[config.mk]
export PLATFORM = sky130hd
export DESIGN_NAME = m_pcpi_initiator_flat
export DESIGN_NICKNAME = d
export VERILOG_FILES = /design/src/rtl/m_pcpi_initiator_if.sv /design/src/rtl/m_pcpi_initiator.sv /design/src/flat_wrapper.sv
export SDC_FILE = /design/constraint.sdc
export NUM_CORES = 1
export LEC_CHECK = 0
export BUFFER_PORTS_ARGS = -buffer_cell sky130_fd_sc_hd__buf_4
export CORE_MARGIN = 2
export CORE_UTILIZATION = 30
export DETAILED_ROUTE_END_ITERATION = 10
export PLACE_DENSITY = 0.67
export SETUP_SLACK_MARGIN = 0.05
export SYNTH_ARGS = -nofsm -noshare
export SYNTH_HDL_FRONTEND = slang
export SYNTH_SLANG_ARGS = --single-unit
export TNS_END_PERCENT = 10
[constraint.sdc]
create_clock -name clk -period 8.9 [get_ports clk]
set_clock_uncertainty 0.05 [all_clocks]
set_input_delay 2.225 -clock clk [delete_from_list [all_inputs] [get_ports clk]]
set_output_delay 2.225 -clock clk [all_outputs]
set_load 0.03 [all_outputs]
[src/rtl/m_pcpi_initiator_if.sv]
// Bundles the upstream request, downstream response and PCPI bus of the M-extension initiator.
// master = initiator (CPU) side, slave = the environment around it.
interface m_pcpi_initiator_if;
    logic        req_valid;
    logic        req_ready;
    logic [31:0] req_instr;
    logic [31:0] req_rs1;
    logic [31:0] req_rs2;
    logic        rsp_valid;
    logic        rsp_ready;
    logic [31:0] rsp_data;
    logic        rsp_wr;
    logic        rsp_trap;
    logic        pcpi_valid;
    logic [31:0] pcpi_insn;
    logic [31:0] pcpi_rs1;
    logic [31:0] pcpi_rs2;
    logic        pcpi_busy;
    logic        pcpi_ready;
    logic        pcpi_wr;
    logic [31:0] pcpi_rd;

    modport master (
        input  req_valid, req_instr, req_rs1, req_rs2, rsp_ready,
        input  pcpi_busy, pcpi_ready, pcpi_wr, pcpi_rd,
        output req_ready, rsp_valid, rsp_data, rsp_wr, rsp_trap,
        output pcpi_valid, pcpi_insn, pcpi_rs1, pcpi_rs2
    );

    modport slave (
        output req_valid, req_instr, req_rs1, req_rs2, rsp_ready,
        output pcpi_busy, pcpi_ready, pcpi_wr, pcpi_rd,
        input  req_ready, rsp_valid, rsp_data, rsp_wr, rsp_trap,
        input  pcpi_valid, pcpi_insn, pcpi_rs1, pcpi_rs2
    );
endinterface

[src/rtl/m_pcpi_initiator.sv]
// CPU-side PCPI initiator: issues one instruction, waits for the coprocessor, returns result or trap.
// Define M_PCPI_PERF_EN to add the perf_ops / perf_last_lat performance counters.
module m_pcpi_initiator #(
    parameter int TIMEOUT_CYCLES = 16
) (
    input  logic                 clk,
    input  logic                 reset,
    m_pcpi_initiator_if.master   bus
`ifdef M_PCPI_PERF_EN
    ,
    output logic [31:0]          perf_ops,
    output logic [15:0]          perf_last_lat
`endif
);
    localparam int CW = $clog2(TIMEOUT_CYCLES + 1);

    typedef enum logic [1:0] {IDLE, ISSUE, WAIT, RESP} state_t;

    state_t      state, state_nxt;
    logic [31:0] insn_q, rs1_q, rs2_q, data_q;
    logic        wr_q, trap_q;
    logic [CW-1:0] cnt_q;
    logic        accept, capture, timeout;

    always_ff @(posedge clk or posedge reset) begin
        if (reset) state <= IDLE;
        else       state <= state_nxt;
    end

    // ready outranks busy, busy outranks the no-claim timeout
    always_comb begin
        state_nxt = state;
        accept    = 1'b0;
        capture   = 1'b0;
        timeout   = 1'b0;
        case (state)
            IDLE: begin
                if (bus.req_valid) begin
                    accept    = 1'b1;
                    state_nxt = ISSUE;
                end
            end
            ISSUE: begin
                if (bus.pcpi_ready) begin
                    capture   = 1'b1;
                    state_nxt = RESP;
                end else if (bus.pcpi_busy) begin
                    state_nxt = WAIT;
                end else if (cnt_q == CW'(TIMEOUT_CYCLES - 1)) begin
                    timeout   = 1'b1;
                    state_nxt = RESP;
                end
            end
            WAIT: begin
                if (bus.pcpi_ready) begin
                    capture   = 1'b1;
                    state_nxt = RESP;
                end
            end
            RESP: begin
                if (bus.rsp_ready) state_nxt = IDLE;
            end
            default: state_nxt = IDLE;
        endcase
    end

    always_ff @(posedge clk or posedge reset) begin
        if (reset) begin
            insn_q <= '0;
            rs1_q  <= '0;
            rs2_q  <= '0;
            data_q <= '0;
            wr_q   <= 1'b0;
            trap_q <= 1'b0;
            cnt_q  <= '0;
        end else begin
            if (accept) begin
                insn_q <= bus.req_instr;
                rs1_q  <= bus.req_rs1;
                rs2_q  <= bus.req_rs2;
                cnt_q  <= '0;
            end else if (state == ISSUE) begin
                cnt_q <= cnt_q + CW'(1);
            end
            if (capture) begin
                data_q <= bus.pcpi_wr ? bus.pcpi_rd : 32'd0;
                wr_q   <= bus.pcpi_wr;
                trap_q <= 1'b0;
            end else if (timeout) begin
                data_q <= 32'd0;
                wr_q   <= 1'b0;
                trap_q <= 1'b1;
            end
        end
    end

`ifdef M_PCPI_PERF_EN
    logic [15:0] lat_q;

    // lat_q counts every cycle pcpi_valid is high and is published when the response is taken
    always_ff @(posedge clk or posedge reset) begin
        if (reset) begin
            lat_q         <= '0;
            perf_ops      <= '0;
            perf_last_lat <= '0;
        end else begin
            if (accept) begin
                lat_q <= '0;
            end else if ((state == ISSUE || state == WAIT) && lat_q != 16'hFFFF) begin
                lat_q <= lat_q + 16'd1;
            end
            if (state == RESP && bus.rsp_ready) begin
                perf_ops      <= perf_ops + 32'd1;
                perf_last_lat <= lat_q;
            end
        end
    end
`endif

    // req_ready is masked by reset so every output reads 0 while reset is held
    assign bus.req_ready  = (state == IDLE) && !reset;
    assign bus.pcpi_valid = (state == ISSUE) || (state == WAIT);
    assign bus.pcpi_insn  = insn_q;
    assign bus.pcpi_rs1   = rs1_q;
    assign bus.pcpi_rs2   = rs2_q;
    assign bus.rsp_valid  = (state == RESP);
    assign bus.rsp_data   = data_q;
    assign bus.rsp_wr     = wr_q;
    assign bus.rsp_trap   = trap_q;
endmodule

[src/flat_wrapper.sv]
// flat-port wrapper written by rule: the top's interface ports become plain ports
module m_pcpi_initiator_flat 
#(
    parameter int TIMEOUT_CYCLES = 16
)
  (clk, reset, bus_req_valid, bus_req_instr, bus_req_rs1, bus_req_rs2, bus_rsp_ready, bus_pcpi_busy, bus_pcpi_ready, bus_pcpi_wr, bus_pcpi_rd, bus_req_ready, bus_rsp_valid, bus_rsp_data, bus_rsp_wr, bus_rsp_trap, bus_pcpi_valid, bus_pcpi_insn, bus_pcpi_rs1, bus_pcpi_rs2);
  m_pcpi_initiator_if bus_i ();
  input  logic clk;
  input  logic reset;
  input wire logic [$bits(bus_i.req_valid)-1:0] bus_req_valid;
  input wire logic [$bits(bus_i.req_instr)-1:0] bus_req_instr;
  input wire logic [$bits(bus_i.req_rs1)-1:0] bus_req_rs1;
  input wire logic [$bits(bus_i.req_rs2)-1:0] bus_req_rs2;
  input wire logic [$bits(bus_i.rsp_ready)-1:0] bus_rsp_ready;
  input wire logic [$bits(bus_i.pcpi_busy)-1:0] bus_pcpi_busy;
  input wire logic [$bits(bus_i.pcpi_ready)-1:0] bus_pcpi_ready;
  input wire logic [$bits(bus_i.pcpi_wr)-1:0] bus_pcpi_wr;
  input wire logic [$bits(bus_i.pcpi_rd)-1:0] bus_pcpi_rd;
  output wire logic [$bits(bus_i.req_ready)-1:0] bus_req_ready;
  output wire logic [$bits(bus_i.rsp_valid)-1:0] bus_rsp_valid;
  output wire logic [$bits(bus_i.rsp_data)-1:0] bus_rsp_data;
  output wire logic [$bits(bus_i.rsp_wr)-1:0] bus_rsp_wr;
  output wire logic [$bits(bus_i.rsp_trap)-1:0] bus_rsp_trap;
  output wire logic [$bits(bus_i.pcpi_valid)-1:0] bus_pcpi_valid;
  output wire logic [$bits(bus_i.pcpi_insn)-1:0] bus_pcpi_insn;
  output wire logic [$bits(bus_i.pcpi_rs1)-1:0] bus_pcpi_rs1;
  output wire logic [$bits(bus_i.pcpi_rs2)-1:0] bus_pcpi_rs2;
  assign bus_i.req_valid = bus_req_valid;
  assign bus_i.req_instr = bus_req_instr;
  assign bus_i.req_rs1 = bus_req_rs1;
  assign bus_i.req_rs2 = bus_req_rs2;
  assign bus_i.rsp_ready = bus_rsp_ready;
  assign bus_i.pcpi_busy = bus_pcpi_busy;
  assign bus_i.pcpi_ready = bus_pcpi_ready;
  assign bus_i.pcpi_wr = bus_pcpi_wr;
  assign bus_i.pcpi_rd = bus_pcpi_rd;
  assign bus_req_ready = bus_i.req_ready;
  assign bus_rsp_valid = bus_i.rsp_valid;
  assign bus_rsp_data = bus_i.rsp_data;
  assign bus_rsp_wr = bus_i.rsp_wr;
  assign bus_rsp_trap = bus_i.rsp_trap;
  assign bus_pcpi_valid = bus_i.pcpi_valid;
  assign bus_pcpi_insn = bus_i.pcpi_insn;
  assign bus_pcpi_rs1 = bus_i.pcpi_rs1;
  assign bus_pcpi_rs2 = bus_i.pcpi_rs2;
  m_pcpi_initiator #(.TIMEOUT_CYCLES(TIMEOUT_CYCLES)) u_core (.clk(clk), .reset(reset), .bus(bus_i));
endmodule
Word level (Yosys, flattened, before mapping):

Cells that the tools add are included.

* add/sub/neg operators: 1
* equal/unequal tests: 8
* mux-type cells: 24
* reductions and logical operators: 8

Operator list (number)
* 2-to-1 mux 32 bit: 3
* 2-to-1 mux 1 bit: 12
* 2-to-1 mux 2 bit: 6
* 2-to-1 mux 5 bit: 2
* one-hot mux 2 bit (4 select lines): 1
* inequality test 2 bit (second input constant): 3
* adder 5 x 1 -> 5 bit (second input constant): 1
* == test 5 x 4 -> 1 bit (second input constant): 1
* == test 2 bit (second input constant): 2
* inequality test 4 x 3 -> 1 bit (second input constant): 1
* AND reduction 4 bit: 1
* nonzero test 2 bit: 2
* == test 2 x 1 -> 1 bit (second input constant): 1
* logical NOT 2 bit: 1
* OR reduction 2 bit: 1
* logical AND 1 bit: 1
* logical NOT 1 bit: 1
* logical OR 1 bit: 1

* bits in registers: 137
* input bits: 135
* output and inout port bits: 133

Logic depth before layout (Yosys ltp):

Gate-level depths: netlist of run 1.

* depth after elaboration: 7
* mapped depth: 7
* depth with buffers taken out: 7

Worst setup path after synthesis of run 1:

Ideal clock, no wire load.

* path type: input -> output
* start: input reset
* end: output bus_req_ready
* arrival time: 2.657 ns
* required time: 6.625 ns
* setup slack: 3.968 ns
* stages on the path: 1
* path buffers: 0
* path through: nor2b_1

* word-level cells in the longest chain between the ends: 2

RTL lines
* from (decl): line flat_wrapper.sv:9 `input logic reset;`
* logical NOT 1 bit (no source line)
* logical AND 1 bit: line m_pcpi_initiator.sv:121 `assign bus.req_ready = (state == IDLE) && !reset;`
* to (decl): line flat_wrapper.sv:19 `output wire logic [$bits(bus_i.req_ready)-1:0] bus_req_ready;`

No other way between the ends.

Final worst setup path of run 1:

Ends and elaborated chain as after synthesis.

==> Flow_metrics.wiki, run 1 <==
{| class="wikitable"
! Metric !! Value
|-
| Endpoints failing setup || 0
|-
| Mapped Nets || 471
|-
| Average wire per standard cell || 15.93 um
|-
| Total routing usage reported by global routing || 14.12%
|-
| Clock tree root driver cell || sky130_fd_sc_hd__clkbuf_16
|-
| Standard-cell rows || 48
|-
| Total of warnings raised by yosys || 0
|-
| Top-level I/O count || 268
|-
| Overall power consumption || approximately 3.5 mW
|-
| Setup crit start kind || input port
|-
| Post-cts hold buffer count || 0
|-
| Diode insertion count for antenna repair || 0
|-
| Post-DRT Antenna Nets || 0
|-
| Synth Register Bits || 137
|-
| Cells resized by post-CTS repair || 0
|-
| Leak Pwr || 3.930 nW
|-
| Shortest period the worst path allows || 4.900 ns
|-
| Pre-CTS setup slack || approximately 4.0 ns
|-
| Last weighted congestion value of the routability-driven placer || 0.7452
|-
| Total clock buffers created by CTS || 17
|-
| Vias || around 3700
|-
| Peak supply drop || 0.2133 mV
|-
| Crit-path max FO || 2
|-
| Cell area after synthesis || 5274 sq um
|-
| WL final || around 13000 um
|-
| Tcrit/Tclk final || 55.05%
|-
| Outcome || finished, final reports clean
|-
| Slew of the pin with the lowest slew margin || 1.132 ns
|-
| Hold Crit Class || register to register
|-
| HPWL reported at the end of detailed placement || 9958 um
|-
| Final total negative setup slack || 0 ns
|-
| Number of standard cells after synthesis || roughly 330
|-
| P per Cell Area || 429.2 nW/um^2
|-
| Core occupancy in the finished layout || 46.76%
|-
| Floorplan core area || about 17000 sq um
|-
| DRC violations left || 0
|-
| Synth-to-Final Area Change || 52.84%
|-
| Longest Clk Path Bufs || 2
|-
| Clock net sink count || 137
|-
| Data arrival time of the critical path || 2.62 ns
|-
| Max capacitance violation total || 0
|-
| CTS tree || done
|-
| Worst slew margin || 24.53%
|-
| Initial DRC Count || 110
|-
| Initial antenna violation count || 0
|-
| Kind of critical path || input port to output port
|-
| Most common cell after layout, fill and taps aside || sky130_fd_sc_hd__buf_4
|-
| H-tree depth || 4
|-
| Die Span X || 136.6 um
|-
| Remaining Overflow, GRT || 0
|-
| Buffers on Ports || 267
|-
| Starting utilization of the core area || 30.60%
|-
| Via density || 4.487
|-
| Final Net Count || 740
|-
| Die height || 136.6 um
|-
| Portion of the post-synthesis area used by sequential elements || 65.01%
|-
| Endpoint class of the critical path || output port
|-
| Die outline area || 18660 sq um
|-
| Synth cell types || 30
|-
| Setup fix buffers added after clock tree synthesis || 0
|-
| Most used cells in the layout excluding fill and tap cells || sky130_fd_sc_hd__buf_4 (269), sky130_fd_sc_hd__dfrtp_1 (137), sky130_fd_sc_hd__mux2_2 (96)
|-
| Required time worst endpoint || 6.63 ns
|-
| Wire length of the first global-routing pass || 20290 um
|-
| Largest net degree at the start of global routing || 74
|-
| Peak Freq || between 200 and 250 MHz
|-
| Number of filler instances in the final layout || 1551
|-
| Number of global-route vias before repair || 3982
|-
| Fraction of final layout cells sized beyond drive strength 1 || 65.74%
|-
| Worst-skew pair later-pin latency || 0.41 ns
|-
| Number of search-and-repair iterations in the first detailed-routing pass || 4
|-
| Pins Over Slew Limit || 0
|-
| Syn Area/Cell || 16.03 sq um
|-
| Final WS setup || 4.000 ns
|-
| Unrepaired setup endpoints after global routing || no
|-
| Number of hold violations in the final report || 0
|-
| Clock input transition at the sequential cells of the worst setup and hold paths || 0.06 ns
|}
==> routing by layer <==
layer	part of all wire (%)	global-route usage, %	vias to the layer above
met5	0	0	-
met4	1.3	5.208	0
met3	8.5	4.889	13
met2	53	25.14	165
met1	37	15.48	1852
li1	-	-	1717
==> through the flow <==
step	cell area (sq um)	std cells	hold WS, ns
final	8060	835	0.4379
after global routing	8060	835	0.4665
after CTS	8060	835	0.4392
after detailed placement	7447	804	0.4222
after global placement	7447	804	0.4183
after floorplan	5274	329	0.4471
==> cell families (layout without fill, tap and decap cells) <==
| family | Yosys count | after routing | share of synthesized area [%] |
|---|---|---|---|
| buf+inv | 26 | 307 | 3.060 |
| xor+xnor | 3 | 3 | 0.4983 |
| fa+ha+maj | 7 | 7 | 1.661 |
| compound gates | 42 | 42 | 7.047 |
| flops | 137 | 137 | 65.01 |
| mux | 97 | 97 | 20.69 |
| simple gates | 17 | 17 | 2.040 |
==> synth_stat cells, drive strengths merged <==
| cell type | count | area [sq um] |
|---|---|---|
| a22o | 32 | 280.3 |
| a31oi | 1 | 6.260 |
| nand4 | 1 | 6.260 |
| nor4b | 1 | 15.01 |
| nor2 | 5 | 18.77 |
| mux2i | 1 | 10.01 |
| and3 | 2 | 12.51 |
| and4b | 1 | 10.01 |
| nor2b | 3 | 18.77 |
| a211oi | 1 | 7.510 |
| nand2 | 2 | 7.510 |
| and4bb | 1 | 12.51 |
| ha | 7 | 87.58 |
| mux2 | 96 | 1081 |
| xnor2 | 1 | 8.760 |
| xor2 | 2 | 17.52 |
| and2 | 1 | 6.260 |
| dfrtp | 137 | 3428 |
| a21o | 1 | 7.510 |
| o21ai | 3 | 15.01 |
| o22ai | 1 | 6.260 |
| a2111oi | 1 | 27.53 |
| buf | 19 | 135.1 |
| inv | 7 | 26.28 |
| a21oi | 2 | 21.27 |
==> final timing paths <==
kind                                                from                                    to  slack [ns]  cells after the start
max                                                reset                         bus_req_ready        4.00                      3
min                        u_core.bus.rsp_wr$_DFFE_PP0P_         u_core.bus.rsp_wr$_DFFE_PP0P_        0.44                      1
max reg2reg                  u_core.state[0]$_DFFE_PP0P_  u_core.bus.pcpi_insn[17]$_DFFE_PP0P_        6.14                      5
min reg2reg                u_core.bus.rsp_wr$_DFFE_PP0P_         u_core.bus.rsp_wr$_DFFE_PP0P_        0.44                      1
max in group asynchronous                          reset  u_core.bus.pcpi_insn[20]$_DFFE_PP0P_        5.60                      3
min in group asynchronous                          reset  u_core.bus.pcpi_insn[18]$_DFFE_PP0P_        1.85                      2
==> report_power, final <==
part	switching [mW]	leakage [nW]	internal (mW)	total [mW]
Combinational	0.949	1.96	0.702	1.65
Clock	0.262	0.298	0.461	0.723
Sequential	0.164	1.67	0.921	1.08
==> registers in the layout, summed over array words and instances (netlist names) <==
signal / count
u_core.bus.pcpi_insn: 32
u_core.bus.pcpi_rs1: 32
u_core.bus.pcpi_rs2: 32
u_core.bus.rsp_data: 32
u_core.cnt_q: 5
u_core.state: 2
u_core.bus.rsp_trap: 1
u_core.bus.rsp_wr: 1
==> worst max-delay path: stages <==
cell                      delay, ns
sky130_fd_sc_hd__buf_4         0.13
sky130_fd_sc_hd__nor2b_1       0.10
sky130_fd_sc_hd__buf_4         0.17
==> layout make-up <==
type,count,area [sq um],share of cell area (%)
clock buffer,20,466.7,5.790
multi-input combinational,166,1687,20.93
inverter,7,31.28,0.3881
clock inverter,11,146.4,1.816
timing repair buffer,269,2019,25.05
sequential,137,3428,42.53
tap,225,281.5,3.493
No activity file was read; power rests on OpenSTA's default activity.
==> run 2, diff against run 1 <==
==> constraint.sdc (replaced) <==
create_clock -name clk -period 4.9 [get_ports clk]
set_clock_uncertainty 0.05 [all_clocks]
set_input_delay 1.225 -clock clk [delete_from_list [all_inputs] [get_ports clk]]
set_output_delay 1.225 -clock clk [all_outputs]
set_load 0.03 [all_outputs]
==> Flow_metrics.wiki, run 2 (synthesis results as in run 1) <==
{| class="wikitable"
! Metric !! Value
|-
| Post-DRT Antenna Nets || 0
|-
| Standard-cell rows || 48
|-
| Initial DRC Count || 100
|-
| Most used cells in the layout excluding fill and tap cells || sky130_fd_sc_hd__buf_4 (271), sky130_fd_sc_hd__dfrtp_1 (137), sky130_fd_sc_hd__mux2_2 (96)
|-
| Floorplan core area || 17240 sq um
|-
| Remaining Overflow, GRT || 0
|-
| Stage delay of the slowest cell on the critical path || 0.18 ns
|-
| Die outline area || 18660 sq um
|-
| Via density || 4.432
|-
| Endpoints failing setup || 0
|-
| Worst hold path stage count || 1
|-
| Total clock buffers created by CTS || 17
|-
| WL final || between 10000 and 15000 um
|-
| Hold Crit Class || register to register
|-
| Number of search-and-repair iterations in the first detailed-routing pass || 4
|-
| Cell count of the worst reg-to-reg path || 5
|-
| Crit-path max FO || 2
|-
| Worst hold start || u_core.bus.rsp_wr$_DFFE_PP0P_
|-
| Average wire per standard cell || 15.59 um
|-
| Register Area || 3428 sq um
|-
| Clock network fraction of design power || 21.3%
|-
| P per Cell Area || 780.1 nW/um^2
|-
| Kind of critical path || input port to output port
|-
| Part of the total power dissipated in sequential elements || 31.3%
|-
| Cell internal power dissipation || 3.802 mW
|-
| Cell at the slowest stage of the critical path || sky130_fd_sc_hd__buf_4
|-
| Synth-to-Final Area Change || 53.26%
|-
| Crit path top cell by count || sky130_fd_sc_hd__buf_4
|-
| Top-level I/O count || 268
|-
| Total routing usage reported by global routing || 13.94%
|-
| Longest Clk Path Bufs || 2
|-
| Setup crit start kind || input port
|-
| Crit-path cells || buf_4 -> nor2b_1 -> buf_4
|-
| Reg-to-Reg End || u_core.bus.pcpi_rs2[4]$_DFFE_PP0P_
|-
| Net Sw Frac || 39.70%
|-
| Most common cell after layout, fill and taps aside || sky130_fd_sc_hd__buf_4
|-
| Number of global-route vias before repair || between 3000 and 4000
|-
| Slew of the pin with the lowest slew margin || 1.126 ns
|-
| Cells resized by post-CTS repair || 0
|-
| Vias || 3714
|-
| Number of filler instances in the final layout || ~1500
|-
| Final total negative setup slack || 0 ns
|-
| Number of hold violations in the final report || 0
|-
| DRC violations left || 0
|-
| Pins Over Slew Limit || 0
|-
| H-tree depth || 4
|-
| Clock tree root driver cell || sky130_fd_sc_hd__clkbuf_16
|-
| Outcome || finished, final reports clean
|-
| Kind of cell adding the most delay to the critical path || buffers and inverters
|-
| Wire length of the first global-routing pass || 19960 um
|-
| Starting utilization of the core area || a little under a third
|-
| Clock input transition at the sequential cells of the worst setup and hold paths || 0.06 ns
|-
| Peak Freq || 340.5 MHz
|-
| Overall power consumption || 6.306 mW
|-
| Combined area of the multi-input logic cells || 1687 sq um
|-
| Internal reg-to-reg setup slack || ~2.3 ns
|-
| Unrepaired setup endpoints after global routing || no
|-
| Die Span X || 136.6 um
|-
| Diode insertion count for antenna repair || 0
|-
| Worst Hold Path EP || u_core.bus.rsp_wr$_DFFE_PP0P_
|-
| Data arrival time of the critical path || 1.66 ns
|-
| HPWL reported at the end of detailed placement || 9714 um
|-
| Initial antenna violation count || 0
|-
| Final Net Count || 742
|-
| Max capacitance violation total || 0
|-
| Final WS setup || 1.963 ns
|-
| Largest net degree at the start of global routing || a little over 70
|-
| Endpoint class of the critical path || output port
|-
| Worst Path Buf+Inv || 2
|-
| Peak supply drop || 0.4680 mV
|-
| Leak Pwr || roughly 3.9 nW
|-
| Fraction of final layout cells sized beyond drive strength 1 || 65.91%
|-
| Required time worst endpoint || about 3.6 ns
|-
| Pre-CTS setup slack || 1.843 ns
|-
| CP startpoint || reset
|-
| Clock net sink count || 137
|-
| Switch Pwr || ~2.5 mW
|-
| Tcrit/Tclk final || 59.94%
|-
| Post-cts hold buffer count || 0
|-
| CTS tree || done
|-
| Share of power burned in combinational logic || 47.4%
|-
| Buffers on Ports || 267
|-
| Die height || 136.6 um
|-
| Core occupancy in the finished layout || 46.89%
|-
| Last weighted congestion value of the routability-driven placer || 0.7303
|-
| Worst slew margin || 24.95%
|-
| Worst hold slack across all endpoints || approximately 0.44 ns
|-
| Setup fix buffers added after clock tree synthesis || 0
|-
| Worst-skew pair later-pin latency || about 0.41 ns
|-
| Shortest period the worst path allows || roughly 2.9 ns
|-
| Number of cells on the critical path || 3
|-
| Critical R2R Launch || u_core.state[1]$_DFFE_PP0P_
|}
[run 2: changes by cell type in the layout (fill, tap and decap cells not counted), sizes merged]
cell / previous run / this run
clkinv: 6 / 4
buf: 269 / 271
clkbuf: 20 / 17
inv: 7 / 9
bufinv: 3 / 4
clkinvlp: 2 / 5
[run 2: cell type report]
type                    instances  area share, %
clock inverters                15          2.430
inverters                       7         0.3715
clock buffers                  17          5.263
flip-flops and latches        137          42.41
well taps                     225          3.483
multi-input cells             166          20.87
repair buffers                271          25.17
[run 2: how the worst max path moves through the flow]
stage	endpoint	slack, ns
finish	bus_req_ready	1.96
global route	bus_req_ready	1.92
CTS	bus_req_ready	1.96
detailed placement	u_core.bus.pcpi_rs1[21]$_DFFE_PP0P_	1.84
global placement	u_core.bus.pcpi_insn[10]$_DFFE_PP0P_	1.93
floorplan	u_core.bus.pcpi_insn[0]$_DFFE_PP0P_	1.92
[run 2: power groups by stage]
stage | registers, mW | logic (mW) | clock network [mW]
after floorplan | 2.96 | 0.931 | 0
after global placement | 1.97 | 2.96 | 0
after detailed placement | 1.99 | 3.03 | 0
after CTS | 1.98 | 3.03 | 1.38
after global routing | 2.05 | 3.16 | 1.44
final | 1.98 | 2.99 | 1.34
[run 2: per-stage QoR]
step / area, sq um / std cells
final: 8083 / 838
after global routing: 8083 / 838
after CTS: 8083 / 838
after detailed placement: 7461 / 806
after global placement: 7461 / 806
after floorplan: 5278 / 329
[run 2: metal layers]
layer	track usage, %	share of wire, %	wire, um	vias to the layer above
li1	-	-	-	1726
met1	15.97	39	5161	1794
met2	23.89	50	6549	178
met3	5.333	9.1	1189	16
met4	4.630	1.3	165	0
met5	0	0	0	-
==> run 3, diff against run 2 <==
==> constraint.sdc (replaced) <==
create_clock -name clk -period 2.9 [get_ports clk]
set_clock_uncertainty 0.05 [all_clocks]
set_input_delay 0.725 -clock clk [delete_from_list [all_inputs] [get_ports clk]]
set_output_delay 0.725 -clock clk [all_outputs]
set_load 0.03 [all_outputs]
==> Flow_metrics.wiki, run 3 (synthesis results as in run 1) <==
{| class="wikitable"
! Metric !! Value
|-
| Switch Pwr || 4.188 mW
|-
| Die height || 136.6 um
|-
| Vias || 3708
|-
| Final cell count without fillers || between 800 and 900
|-
| Clock network fraction of design power || 19.4%
|-
| Floorplan core area || 17240 sq um
|-
| Register Area || about 3400 sq um
|-
| Final total negative setup slack || 0 ns
|-
| Crit-path cells || inv_1 -> ha_1 -> nor2b_1 -> buf_4
|-
| Share of power burned in combinational logic || 48.8%
|-
| Kind of critical path || register to output port
|-
| Combined area of the multi-input logic cells || 1687 sq um
|-
| Via density || between 4 and 5
|-
| Wire length of the first global-routing pass || approximately 19000 um
|-
| WL final || 12790 um
|-
| Cell internal power dissipation || 6.261 mW
|-
| Outcome || finished, final reports clean
|-
| Die Span X || 136.6 um
|-
| Most common cell after layout, fill and taps aside || sky130_fd_sc_hd__buf_4
|-
| Internal reg-to-reg setup slack || about 0.65 ns
|-
| CTS tree || done
|-
| Clock input transition at the sequential cells of the worst setup and hold paths || 0.06 ns
|-
| Final WS setup || between 0.5 and 0.6 ns
|-
| Max capacitance violation total || 0
|-
| Number of search-and-repair iterations in the first detailed-routing pass || 4
|-
| Post-DRT Antenna Nets || 0
|-
| Tcrit/Tclk final || roughly 80%
|-
| Fraction of final layout cells sized beyond drive strength 1 || about 66%
|-
| Number of hold violations in the final report || 0
|-
| Synth-to-Final Area Change || 53.48%
|-
| Leak Pwr || 3.944 nW
|-
| Slew of the pin with the lowest slew margin || 1.119 ns
|-
| Cells resized by post-CTS repair || 0
|-
| Peak Freq || between 400 and 500 MHz
|-
| Average wire per standard cell || 15.21 um
|-
| Top-level I/O count || 268
|-
| Remaining Overflow, GRT || 0
|-
| Total routing usage reported by global routing || 13.57%
|-
| Part of the total power dissipated in sequential elements || 31.8%
|-
| Cell count of the worst reg-to-reg path || 4
|-
| Diode insertion count for antenna repair || 0
|-
| Worst slew margin || roughly a quarter
|-
| Cell total after placement || 810
|-
| Number of global-route vias before repair || between 3000 and 4000
|-
| Pins Over Slew Limit || 0
|-
| Buffers on Ports || 267
|-
| Clock net sink count || 137
|-
| Standard-cell rows || between 40 and 50
|-
| Most used cells in the layout excluding fill and tap cells || sky130_fd_sc_hd__buf_4 (272), sky130_fd_sc_hd__dfrtp_1 (137), sky130_fd_sc_hd__mux2_2 (96)
|-
| Endpoint class of the critical path || output port
|-
| DRC violations left || 0
|-
| H-tree depth || 4
|-
| Stage delay of the slowest cell on the critical path || between 0.4 and 0.5 ns
|-
| Starting utilization of the core area || just over 30%
|-
| Crit-path max FO || 4
|-
| Required time worst endpoint || around 2.1 ns
|-
| Final Net Count || 746
|-
| P per Cell Area || 1291 nW/um^2
|-
| Pre-CTS setup slack || 0.6243 ns
|-
| Critical R2R Launch || u_core.state[0]$_DFFE_PP0P_
|-
| Largest net degree at the start of global routing || 75
|-
| Reg-to-Reg End || u_core.bus.rsp_data[15]$_DFFE_PP0P_
|-
| Shortest period the worst path allows || 2.343 ns
|-
| Net Sw Frac || approximately two fifths
|-
| Clock tree root driver cell || sky130_fd_sc_hd__clkbuf_16
|-
| Peak supply drop || approximately 0.67 mV
|-
| Total clock buffers created by CTS || 17
|-
| Setup fix buffers added after clock tree synthesis || 0
|-
| Data arrival time of the critical path || around 1.6 ns
|-
| Number of filler instances in the final layout || 1512
|-
| Endpoints failing setup || 0
|-
| Initial DRC Count || 84
|-
| Unrepaired setup endpoints after global routing || no
|-
| Initial antenna violation count || 0
|-
| Hold Crit Class || input port to async pin
|-
| HPWL reported at the end of detailed placement || 9594 um
|-
| Worst-skew pair later-pin latency || approximately 0.41 ns
|-
| Cell at the slowest stage of the critical path || sky130_fd_sc_hd__dfrtp_1
|-
| Post-cts hold buffer count || 0
|-
| Last weighted congestion value of the routability-driven placer || 0.7112
|-
| Longest Clk Path Bufs || 2
|-
| Setup crit start kind || register
|-
| Die outline area || 18660 sq um
|}
## run 3: final cells by class
type	instances	area share, %
well taps	225	3.478
repair buffers	275	25.97
inverters	7	0.3710
multi-input cells	166	20.84
clock inverters	11	1.221
clock buffers	20	5.766
flip-flops and latches	137	42.36
## run 3: power by group through the flow
stage / clock, mW / combinational (mW) / sequential (mW)
final: 2.03 / 5.10 / 3.32
after global routing: 2.20 / 5.38 / 3.44
after CTS: 2.10 / 5.16 / 3.33
after detailed placement: 0 / 5.17 / 3.35
after global placement: 0 / 5.06 / 3.32
after floorplan: 0 / 1.57 / 5.00
## run 3: layer usage
layer / GRT usage (%) / vias up / part of all wire [%]
met1: 15.77 / 1776 / 38
met5: 0 / - / 0
met2: 22.42 / 187 / 50
met4: 7.118 / 0 / 2.3
li1: - / 1725 / -
met3: 4.259 / 20 / 9.5
## run 3: worst max path at each step
stage,from,end
CTS,u_core.state[0]$_DFFE_PP0P_,bus_req_ready
detailed placement,u_core.state[0]$_DFFE_PP0P_,u_core.bus.rsp_data[15]$_DFFE_PP0P_
global route,u_core.state[0]$_DFFE_PP0P_,u_core.bus.rsp_data[4]$_DFFE_PP0P_
floorplan,reset,u_core.bus.pcpi_insn[0]$_DFFE_PP0P_
finish,u_core.state[0]$_DFFE_PP0P_,bus_req_ready
global placement,u_core.state[0]$_DFFE_PP0P_,u_core.bus.rsp_data[10]$_DFFE_PP0P_
## run 3: metrics by stage
| stage | cell area (sq um) | util [%] | hold WS [ns] | total power, mW |
|---|---|---|---|---|
| after floorplan | 5278 | - | 0.4471 | 6.570 |
| final | 8094 | 46.96 | 0.3798 | 10.45 |
| after global placement | 7528 | 43.68 | 0.4174 | 8.388 |
| after detailed placement | 7528 | 43.68 | 0.4290 | 8.524 |
| after global routing | 8094 | 46.96 | 0.4022 | 11.03 |
| after CTS | 8094 | 46.96 | 0.3968 | 10.60 |
## run 3: worst max-delay path, delay by kind of cell (launching register included)
family | cells | cell delay, ns
adders and majority gates | 1 | 0.26
buffers and inverters | 2 | 0.32
DFF | 1 | 0.41
and+or+nand+nor | 1 | 0.17
